### src/rtl/pll_supervisor_pkg.sv
// Shared types and sizing helpers for the PLL bring-up supervisor.
package pll_supervisor_pkg;

    typedef enum logic [2:0] {
        ST_PLL_RST   = 3'd0,
        ST_WAIT_LOCK = 3'd1,
        ST_STABLE    = 3'd2,
        ST_RUN       = 3'd3,
        ST_FAIL      = 3'd4
    } state_e;

    localparam int unsigned COUNT_W = 4;

    // Timer width covering the largest cycle parameter, with one bit of headroom.
    function automatic int unsigned timer_width(input int unsigned a,
                                                input int unsigned b,
                                                input int unsigned c);
        int unsigned m;
        m = a;
        if (b > m) m = b;
        if (c > m) m = c;
        return $clog2(m) + 1;
    endfunction

endpackage

### src/rtl/pll_supervisor_sync_ff2.sv
// Generic two-flop bit synchronizer with asynchronous active-high reset.
module sync_ff2 (
    input  logic clk,
    input  logic rst,
    input  logic d_i,
    output logic q_o
);

    logic meta_q;
    logic sync_q;

    always_ff @(posedge clk or posedge rst) begin
        if (rst) begin
            meta_q <= 1'b0;
            sync_q <= 1'b0;
        end else begin
            meta_q <= d_i;
            sync_q <= meta_q;
        end
    end

    assign q_o = sync_q;

endmodule

### src/rtl/pll_supervisor.sv
// PLL bring-up sequencer: pulses PLL reset, qualifies lock, releases system reset,
// restarts on lock loss and latches a failure after too many lock timeouts.
module pll_supervisor
    import pll_supervisor_pkg::*;
#(
    parameter int unsigned PLL_RST_CYCLES      = 16,
    parameter int unsigned LOCK_TIMEOUT_CYCLES = 48000,
    parameter int unsigned LOCK_STABLE_CYCLES  = 4800,
    parameter int unsigned MAX_RETRIES         = 7
) (
    input  logic               clkin,
    input  logic               reset,
    input  logic               pll_locked,
    output logic               pll_reset,
    output logic               sys_reset,
    output logic               ready,
    output logic               fail,
    output logic [COUNT_W-1:0] retry_count,
    output logic [COUNT_W-1:0] loss_count
);

    localparam int unsigned TIMER_W =
        timer_width(PLL_RST_CYCLES, LOCK_TIMEOUT_CYCLES, LOCK_STABLE_CYCLES);

    localparam logic [TIMER_W-1:0] RST_LAST     = TIMER_W'(PLL_RST_CYCLES - 1);
    localparam logic [TIMER_W-1:0] TIMEOUT_LAST = TIMER_W'(LOCK_TIMEOUT_CYCLES - 1);
    localparam logic [TIMER_W-1:0] STABLE_LAST  = TIMER_W'(LOCK_STABLE_CYCLES - 1);
    localparam logic [COUNT_W:0]   RETRY_LIMIT  = (COUNT_W+1)'(MAX_RETRIES);

    state_e               state_q, state_d;
    logic [TIMER_W-1:0]   timer_q, timer_d;
    logic [COUNT_W-1:0]   retry_q, retry_d;
    logic [COUNT_W-1:0]   loss_q,  loss_d;
    logic [COUNT_W:0]     retry_inc;
    logic                 locked_s;

    sync_ff2 u_lock_sync (
        .clk (clkin),
        .rst (reset),
        .d_i (pll_locked),
        .q_o (locked_s)
    );

    // Extra bit so the increment never wraps when MAX_RETRIES is 15.
    assign retry_inc = {1'b0, retry_q} + (COUNT_W+1)'(1);

    // Next-state, shared timer and counter updates.
    always_comb begin
        state_d = state_q;
        timer_d = timer_q + TIMER_W'(1);
        retry_d = retry_q;
        loss_d  = loss_q;

        case (state_q)
            ST_PLL_RST: begin
                if (timer_q == RST_LAST) state_d = ST_WAIT_LOCK;
            end
            ST_WAIT_LOCK: begin
                if (locked_s) begin
                    state_d = ST_STABLE;
                end else if (timer_q == TIMEOUT_LAST) begin
                    if (retry_inc > RETRY_LIMIT) begin
                        state_d = ST_FAIL;
                    end else begin
                        state_d = ST_PLL_RST;
                        retry_d = retry_inc[COUNT_W-1:0];
                    end
                end
            end
            ST_STABLE: begin
                if (!locked_s) begin
                    state_d = ST_WAIT_LOCK;
                end else if (timer_q == STABLE_LAST) begin
                    state_d = ST_RUN;
                    retry_d = '0;
                end
            end
            ST_RUN: begin
                timer_d = '0;
                if (!locked_s) begin
                    state_d = ST_PLL_RST;
                    if (loss_q != '1) loss_d = loss_q + COUNT_W'(1);
                end
            end
            ST_FAIL: begin
                timer_d = '0;
            end
            default: begin
                state_d = ST_FAIL;
                timer_d = '0;
            end
        endcase

        if (state_d != state_q) timer_d = '0;
    end

    // State, counters and outputs; outputs decode state_d so they move with the state.
    always_ff @(posedge clkin or posedge reset) begin
        if (reset) begin
            state_q   <= ST_PLL_RST;
            timer_q   <= '0;
            retry_q   <= '0;
            loss_q    <= '0;
            pll_reset <= 1'b1;
            sys_reset <= 1'b1;
            ready     <= 1'b0;
            fail      <= 1'b0;
        end else begin
            state_q   <= state_d;
            timer_q   <= timer_d;
            retry_q   <= retry_d;
            loss_q    <= loss_d;
            pll_reset <= (state_d == ST_PLL_RST) || (state_d == ST_FAIL);
            sys_reset <= (state_d != ST_RUN);
            ready     <= (state_d == ST_RUN);
            fail      <= (state_d == ST_FAIL);
        end
    end

    assign retry_count = retry_q;
    assign loss_count  = loss_q;

endmodule

### config.mk
export PLATFORM = sky130hd
export DESIGN_NAME = pll_supervisor
export DESIGN_NICKNAME = d
export VERILOG_FILES = /design/src/rtl/pll_supervisor_pkg.sv /design/src/rtl/pll_supervisor_sync_ff2.sv /design/src/rtl/pll_supervisor.sv
export SDC_FILE = /design/constraint.sdc
export NUM_CORES = 1
export LEC_CHECK = 0
export BUFFER_PORTS_ARGS = -buffer_cell sky130_fd_sc_hd__buf_4
export CORE_ASPECT_RATIO = 0.9
export CORE_UTILIZATION = 50
export CTS_CLUSTER_SIZE = 10
export DETAILED_ROUTE_END_ITERATION = 8
export PLACE_DENSITY_LB_ADDON = 0.2
export SKIP_LAST_GASP = 1
export SLEW_MARGIN = 20
export SYNTH_ARGS = -nofsm -noshare
export SYNTH_HDL_FRONTEND = slang
export SYNTH_HIERARCHICAL = 1
export SYNTH_SLANG_ARGS = --single-unit
### constraint.sdc
create_clock -name clkin -period 2.33 [get_ports clkin]
set_input_delay 0.699 -clock clkin [delete_from_list [all_inputs] [get_ports clkin]]
set_output_delay 0.699 -clock clkin [all_outputs]
set_load 0.01 [all_outputs]
# == Word-level counts from Yosys, hierarchy flattened ==
# Index checks and enable logic that the tools add are counted.
# totals
reg_bits,34
# op_classes
bitwise_logic,1
n_addsub,3
eq_ne,17
reduce_logical,7
order_cmp,1
mux,16
# ops
op,count
17-bit two-way mux,2
3-bit two-way mux,7
4-bit two-way mux,5
17-bit by 1-bit adder with 17-bit output (second input constant),1
17-bit by 13-bit equality test with 1-bit output (second input constant),1
17-bit by 16-bit equality test with 1-bit output (second input constant),1
17-bit by 4-bit equality test with 1-bit output (second input constant),1
3-bit one-hot mux with 5 select lines,1
3-bit by 2-bit equality test with 1-bit output (second input constant),3
2-bit inequality test (second input constant),4
4-bit one-hot mux with 2 select lines,1
3-bit equality test (second input constant),2
3-bit zero test,2
6-bit AND reduction,1
4-bit by 1-bit adder with 5-bit output (second input constant),1
5-bit by 3-bit greater-than comparator with 1-bit output (second input constant),1
4-bit by 1-bit adder with 4-bit output (second input constant),1
4-bit inequality test (second input constant),1
3-bit by 1-bit equality test with 1-bit output (second input constant),1
3-bit by 2-bit inequality test with 1-bit output (second input constant),1
3-bit inequality test,1
3-bit AND reduction,1
3-bit OR reduction,1
2-bit by 1-bit inequality test with 1-bit output (second input constant),1
3 further kinds,3

# == Depth between registers and ports, before layout ==
# Gate-level depths: netlist (run 1).
# logic_depth
word_depth,8
depth_mapped,8
depth_no_buf,7

# == By module ==
# The synthesis (run 1) kept the hierarchy.
# modules_own_cells
mod,seq_area_each_um2,cells_each,n_inst,area_each_um2
pll_supervisor,803.3,154,1,1625.3
sync_ff2,50.0,3,1,53.8

# == Least setup slack after synthesis (run 1) ==
# OpenSTA, ideal clock, no wires.
# synth_path
path_type,register to register
start,register retry_q[0] (netlist: retry_count[0])
end,register retry_q[2] (netlist: retry_count[2])
path_buffers,0
arrival_time_ps,2002
period_less_slack_ps,2079
setup_time_ps,77
stages_incl_launch_ff,8
t_required_ps,2253
path_slack_ps,251
cell_sequence,dfrtp_1 inv_1 ha_1 or3_1 a22oi_1 a2111oi_4 a31o_2 a21oi_1
# synth_via
elab_chain_len,5
elab_cells_between_ends,8
# synth_lines
item,line,text
"start, declared",pll_supervisor.sv:32,"logic [COUNT_W-1:0] retry_q, retry_d;"
"start signal, assigned",pll_supervisor.sv:111,retry_q <= retry_d;
4-bit by 1-bit adder with 5-bit output (*),pll_supervisor.sv:45,"assign retry_inc = {1'b0, retry_q} + (COUNT_W+1)'(1);"
"parallel branches: the longest is 4 deep, another holds 5-bit by 3-bit greater-than comparator with 1-bit output",-,
# Every way passes the cells marked *. The select of a mux whose other input is x is not followed.
# A chain may end at the register's enable or synchronous reset.

# == Worst setup path after layout (run 1) ==
# layout_path
start,register retry_q[0] (netlist: retry_count[0])
end,register retry_q[0] (netlist: retry_count[0])
# Same word-level chain as after synthesis.

==> impl_metrics.py, run 1 <==
metrics = {
    "status": {
        "outcome": "finished, final reports clean",
    },
    "critical_path": {
        "cpMaxStageDelayCell": "dfrtp_1",
        "worstSetupEndpointType": "register",
        "path_max_fanout": 9,
        "cp_cell_sequence": "ha_1 > nor3b_1 > o21ai_0 > a2111oi_4 > o21ai_2 > mux2_4",
        "rr_startpoint": "retry_count[0]",
        "worst_r2r_path_depth": 6,
        "worstPathArrival_ns": 2.34,
        "cp-start-kind": "register",
        "regToRegEndpoint": "retry_count[0]",
        "cp_top_family": "compound AO/OA/AOI/OAI gates",
        "critical_path_depth": 6,
        "setup.worst_path.start": "retry_count[0]",
        "cpPeakStageDelay_ns": 0.49,
        "ff2ff_setup_slack_ns": 0.17,
        "worst-setup-path-type": "register to register",
        "crit_buf_inv": 0,
        "required_ns": 2.51,
    },
    "timing": {
        "slew_headroom": 0.697,
        "fin_crit_ns": 2.16,
        "worst_slack_ns": 0.167,
        "max_slew.worst_pin.slew_ns": 0.450,
        "finalSetupTns_ns": 0,
        "rsz0062_at_grt": "no",
        "setup_viol": 0,
        "finalMaxSlewViolations": 0,
        "hold_viol": 0,
        "clock_skew_ns": 0.00396,
        "max_clock_freq_ghz": 0.462,
        "fin_crit_sh": 0.928,
    },
    "synthesis": {
        "ys_ff_latch": 34,
        "synthXorXnorAreaFrac": 0.0991,
        "synthMuxAreaShare": 0.0156,
        "syn_inst": 157,
        "synth.avg_cell_area_um2": 10.7,
        "syn_nets": 164,
        "synth-simple-area-share": 0.244,
        "synthAdderAreaFrac": 0.0298,
        "synth-main-ff-cell": "dfrtp_1",
        "syn_area_mm2": 0.00168,
        "synthArstFlopShare": 1.00,
        "synth_edf_count": 0,
        "yosysWarnings": 6,
        "ys_seq_area_frac": 0.508,
        "synth_cell_types": 44,
        "synth_compound_gate_area_share": 0.0782,
        "synth_top_family_by_area": "simple AND/OR/NAND/NOR gates",
    },
    "clock_tree": {
        "cts-root-buf": "clkbuf_8",
        "clkSlewWorstSetupHoldPaths_ns": 0.07,
        "clock_latency_ns": 0.29,
        "cts_made_buffers": 5,
        "cts.sinks": 34,
        "cts_buffer_depth": 2,
        "cts_htree_levels": 2,
        "cts_hold_buf": 0,
        "cts_tree": "done",
    },
    "placed_design": {
        "dp_hpwl_um": 2150,
        "dpl_cell_area_mm2": 0.00183,
        "place_ws_ns": 0.101,
        "placedCellCount": 211,
        "port_buffers": 14,
        "place.gp.congestion": 0.765,
    },
    "floorplanning": {
        "rows": 19,
        "initial_core_util": 0.539,
        "io_pins": 15,
        "die_h_um": 57.0,
        "dieWidth_um": 63.1,
        "dieArea_mm2": 0.00359,
        "core_mm2": 0.00311,
    },
    "finish": {
        "final_area_mm2": 0.00192,
        "diodes": 0,
        "drive_gt1_frac": 0.215,
        "layout_commonest_cell": "dfrtp_1",
        "nNetsFinal": 183,
        "instances_no_fill": 219,
        "area_delta_synth_final_pct": 14.5,
        "mostFrequentLayoutCells": "dfrtp_1 (32), nor2_1 (24), buf_4 (15)",
        "fillers": 292,
    },
    "power_and_ir_drop": {
        "leakagePower_nw": 0.888,
        "powerDensity_mw_per_mm2": 824,
        "ir_drop_v": 0.000695,
        "totalPowerFinal_mw": 1.58,
    },
    "drt": {
        "dr_total_vias": 1180,
        "drc_errors": 0,
        "ant_nets": 0,
        "dr.first_iter.drc_count": 33,
        "wl_um": 3080,
        "avgViaCountPerCell": 5.39,
        "wl_per_cell_um": 14.1,
        "drtPass1Iterations": 4,
    },
    "global_routing": {
        "grt_first_pass_wirelength_um": 5600,
        "grt_pass1_vias": 1219,
        "gr-total-overflow": 0,
        "grt_max_degree": 33,
        "grt_usage": 0.210,
        "antenna_found_initial": 0,
    },
    "hold_path": {
        "min_path_type": "input port to asynchronous set/reset pin",
    },
    "job": {
        "maxCapViolations": 0,
    },
}
## synth_stat cells, drive strengths merged, types with 3 or more instances
cell type | n | area (µm²)
xor2 | 8 | 70.1
and3 | 3 | 20.0
and2 | 3 | 20.0
inv | 7 | 26.3
and4 | 4 | 36.3
ha | 4 | 50.1
nor4 | 3 | 33.8
nand2 | 7 | 26.3
a21oi | 3 | 15.0
nor2b | 3 | 18.8
dfrtp | 32 | 801
nand4 | 4 | 25.0
nor2 | 24 | 90.1
nand3 | 11 | 55.1
xnor2 | 11 | 96.3
## flip-flops by register name, indices dropped and copies added, names as in the netlist
signal / count
retry_count: 4
u_lock_sync/meta_q: 1
timer_q: 17
ready: 1
pll_reset: 1
u_lock_sync/q_o: 1
sys_reset: 1
loss_count: 4
fail: 1
state_q: 3
## how the worst max path moves through the flow
stage,slack [ns],end
2_1_floorplan,0.25,retry_count[2]
3_3_place_gp,0.24,fail
3_5_place_dp,0.10,fail
4_1_cts,0.09,fail
5_1_grt,0.0009,retry_count[0]
6_report,0.17,retry_count[0]
## power by group
part | internal (mW) | leakage, nW | switching [mW]
combinational | 0.179 | 0.388 | 0.229
clock | 0.207 | 0.0450 | 0.204
sequential | 0.677 | 0.455 | 0.0875
total | 1.06 | 0.888 | 0.520
## what timing repair did
item                                    in CTS  in global routing
endpoints found under the hold margin        0                  0
endpoints found under the setup margin       0                 20
setup buffers                                0                  0
gates resized for setup                      0                  2
## metal layers
metal | GRT usage | vias to the layer above | wire [µm]
met5 | 0 | - | 0
met4 | 0.110 | 0 | 72
met3 | 0.0620 | 6 | 100
met2 | 0.356 | 14 | 1570
met1 | 0.242 | 576 | 1330
li1 | - | 584 | -
## final cells by class
type | instances | area (µm²) | area share
repair buffers | 15 | 113 | 0.0586
inverters | 7 | 26.3 | 0.0137
flip-flops and latches | 34 | 853 | 0.444
well taps | 42 | 52.6 | 0.0273
clock buffers | 6 | 72.6 | 0.0377
multi-input cells | 113 | 796 | 0.414
clock inverters | 2 | 10.0 | 0.00520
## through the flow
step / utilization / hold slack (ns)
after floorplan: - / 0.331
after global placement: 0.587 / 0.337
after detailed placement: 0.587 / 0.354
after CTS: 0.613 / 0.255
after global routing: 0.618 / 0.273
final: 0.618 / 0.265
## cells by family (layout without fill, tap and decap cells)
family | Yosys count | after routing
AOI/OAI and AO/OA | 15 | 15
and+or+nand+nor | 73 | 73
DFF | 34 | 34
adders and majority gates | 4 | 4
buffers and inverters | 10 | 30
xor gates and xnor gates | 19 | 19
muxes | 2 | 2
No activity file was read; power rests on OpenSTA's default activity.
==> inputs of run 2 (changes only) <==
- ABC_AREA: unset -> 1
==> run 2 against run 1 <==
  * Critical path depth is 4 higher
  * Synthesized cell count rose by 69%
  * Highest routed layer unchanged
  * Cell count is 52% higher
  * Via count grew 42%
  * Largest power group unchanged
  * Core utilization shrank 1.2 points
==> impl_metrics.py, run 2 <==
metrics = {
    "power_and_ir_drop": {
        "ir_drop_v": 0.000848,
        "leakagePower_nw": 1.16,
        "totalPowerFinal_mw": 1.95,
        "powerDensity_mw_per_mm2": 850,
    },
    "placed_design": {
        "port_buffers": 14,
        "place.gp.congestion": 0.878,
        "dp_hpwl_um": 2880,
    },
    "floorplanning": {
        "rows": 21,
        "dieArea_mm2": 0.00426,
        "die_h_um": 62.0,
        "initial_core_util": 0.529,
        "dieWidth_um": 68.7,
        "io_pins": 15,
        "core_mm2": 0.00378,
    },
    "synthesis": {
        "synth_cell_types": 32,
        "netlist.area_leader.share": 0.400,
        "synthArstFlopShare": 1.00,
        "synth_top_area_cell": "dfrtp_1",
        "synth_edf_count": 0,
        "synth-main-ff-cell": "dfrtp_1",
        "post-synth-top-count-cell": "nand2_1",
        "synth.avg_cell_area_um2": 7.55,
        "syn_inst": 265,
        "yosysWarnings": 6,
        "synth.area.top_cells": "dfrtp_1 (40%), nand2_1 (9.9%), nand3_1 (8.5%)",
        "syn_area_mm2": 0.00200,
        "syn_nets": 272,
        "yosys-top-cells-count": "nand2_1 (53), inv_1 (35), nor2_1 (35), nand3_1 (34), dfrtp_1 (32)",
        "ys_ff_latch": 34,
        "ys_seq_area_frac": 0.426,
    },
    "clock_tree": {
        "clock_latency_ns": 0.29,
        "cts_hold_buf": 0,
        "cts_made_buffers": 5,
        "cts_buffer_depth": 2,
        "cts-root-buf": "clkbuf_8",
        "cts.sinks": 34,
        "cts_resized": 0,
        "cts_tree": "done",
        "clkSlewWorstSetupHoldPaths_ns": 0.07,
        "cts_htree_levels": 2,
        "post_cts_buffers": 0,
    },
    "drt": {
        "dr_total_vias": 1680,
        "ant_nets": 0,
        "drc_errors": 0,
        "avgViaCountPerCell": 5.06,
        "wl_per_cell_um": 11.7,
        "wl_um": 3870,
        "dr.first_iter.drc_count": 102,
        "drtPass1Iterations": 4,
    },
    "critical_path": {
        "worstPathArrival_ns": 2.12,
        "crit_buf_inv": 1,
        "cp_top_family": "simple AND/OR/NAND/NOR gates",
        "cp-start-kind": "register",
        "cp_cell_sequence": "ha_1 > nand3_2 > nor2_2 > nand2_2 > nor2_1 > nand3_1 > inv_1 > or2_2 > nand3_1 > nor2_2",
        "worst-setup-path-type": "register to register",
        "cpMaxStageDelayCell": "dfrtp_1",
        "required_ns": 2.55,
        "path_max_fanout": 5,
        "cpPeakStageDelay_ns": 0.37,
        "worstSetupEndpointType": "register",
    },
    "finish": {
        "largest_register_ffs": 17,
        "drive_gt1_frac": 0.182,
        "layout_commonest_cell": "nand2_1",
        "nNetsFinal": 292,
        "area_delta_synth_final_pct": 14.5,
        "fillers": 342,
        "diodes": 0,
        "mostFrequentLayoutCells": "nand2_1 (53), inv_1 (35), nor2_1 (35)",
        "max_flop_register": "timer_q",
        "final_util": 0.606,
    },
    "status": {
        "outcome": "finished, final reports clean",
    },
    "global_routing": {
        "gr-total-overflow": 0,
        "grt_first_pass_wirelength_um": 6310,
        "antenna_found_initial": 0,
        "grt_max_degree": 33,
        "grt_pass1_vias": 1438,
        "grt_usage": 0.205,
    },
    "timing": {
        "hold_viol": 0,
        "slew_headroom": 0.732,
        "fin_crit_ns": 1.90,
        "fin_crit_sh": 0.817,
        "max_slew.worst_pin.slew_ns": 0.402,
        "finalMaxSlewViolations": 0,
        "rsz0062_at_grt": "no",
        "finalSetupTns_ns": 0,
        "setup_viol": 0,
        "max_clock_freq_ghz": 0.525,
        "clock_skew_ns": 0.00396,
    },
    "hold_path": {
        "min_path_type": "input port to asynchronous set/reset pin",
    },
    "job": {
        "maxCapViolations": 0,
    },
}
run 2: through the flow:
stage / hold slack (ns) / cell area [µm²] / cells / worst slack [ns]
floorplan: 0.331 / 2000 / 265 / 0.668
global placement: 0.332 / 2150 / 324 / 0.504
detailed placement: 0.337 / 2150 / 324 / 0.470
CTS: 0.255 / 2290 / 332 / 0.433
global route: 0.264 / 2290 / 332 / 0.253
finish: 0.261 / 2290 / 332 / 0.426
run 2: cells by family after synthesis:
| group | synth area share |
|---|---|
| fa+ha+maj | 0.0250 |
| flops | 0.426 |
| compound gates | 0.0487 |
| simple gates | 0.383 |
| buf+inv | 0.0856 |
| xor+xnor | 0.0263 |
| mux | 0.00562 |
run 2: layout make-up:
class / count / area [µm²] / area share
Timing Repair Buffer: 16 / 120 / 0.0524
Multi-Input combinational cell: 189 / 977 / 0.426
Clock buffer: 5 / 68.8 / 0.0300
Sequential cell: 34 / 853 / 0.372
Inverter: 39 / 146 / 0.0639
Clock inverter: 3 / 68.8 / 0.0300
Tap cell: 46 / 57.6 / 0.0251
run 2: final timing paths:
kind | start | endpoint | slack [ns] | cells after the start
min reg2reg | u_lock_sync/meta_q | u_lock_sync/q_o | 0.35 | 0
max | timer_q[0] | timer_q[12] | 0.43 | 10
min | reset | u_lock_sync/meta_q | 0.26 | 2
max reg2reg | timer_q[0] | timer_q[12] | 0.43 | 10
min in group clkin | u_lock_sync/meta_q | u_lock_sync/q_o | 0.35 | 0
max in group asynchronous | reset | sys_reset | 1.51 | 3
run 2: report_power, final:
group / leakage [nW] / switching (mW) / internal (mW)
combinational: 0.637 / 0.343 / 0.190
clock: 0.0683 / 0.224 / 0.429
sequential: 0.454 / 0.0857 / 0.676
run 2: worst reg2reg max path, cell delays in order, from the launching register on:
cell     delay [ns]
dfrtp_1        0.37
ha_1           0.23
nand3_2        0.15
nor2_2         0.14
nand2_2        0.11
nor2_1         0.29
nand3_1        0.15
inv_1          0.11
or2_2          0.11
nand3_1        0.07
nor2_2         0.10
run 2: per-layer routing:
metal	track usage	vias to the layer above	routed length (µm)
li1	-	886	-
met1	0.290	762	2060
met2	0.301	27	1610
met3	0.0547	5	146
met4	0.0787	0	53
met5	0	-	0
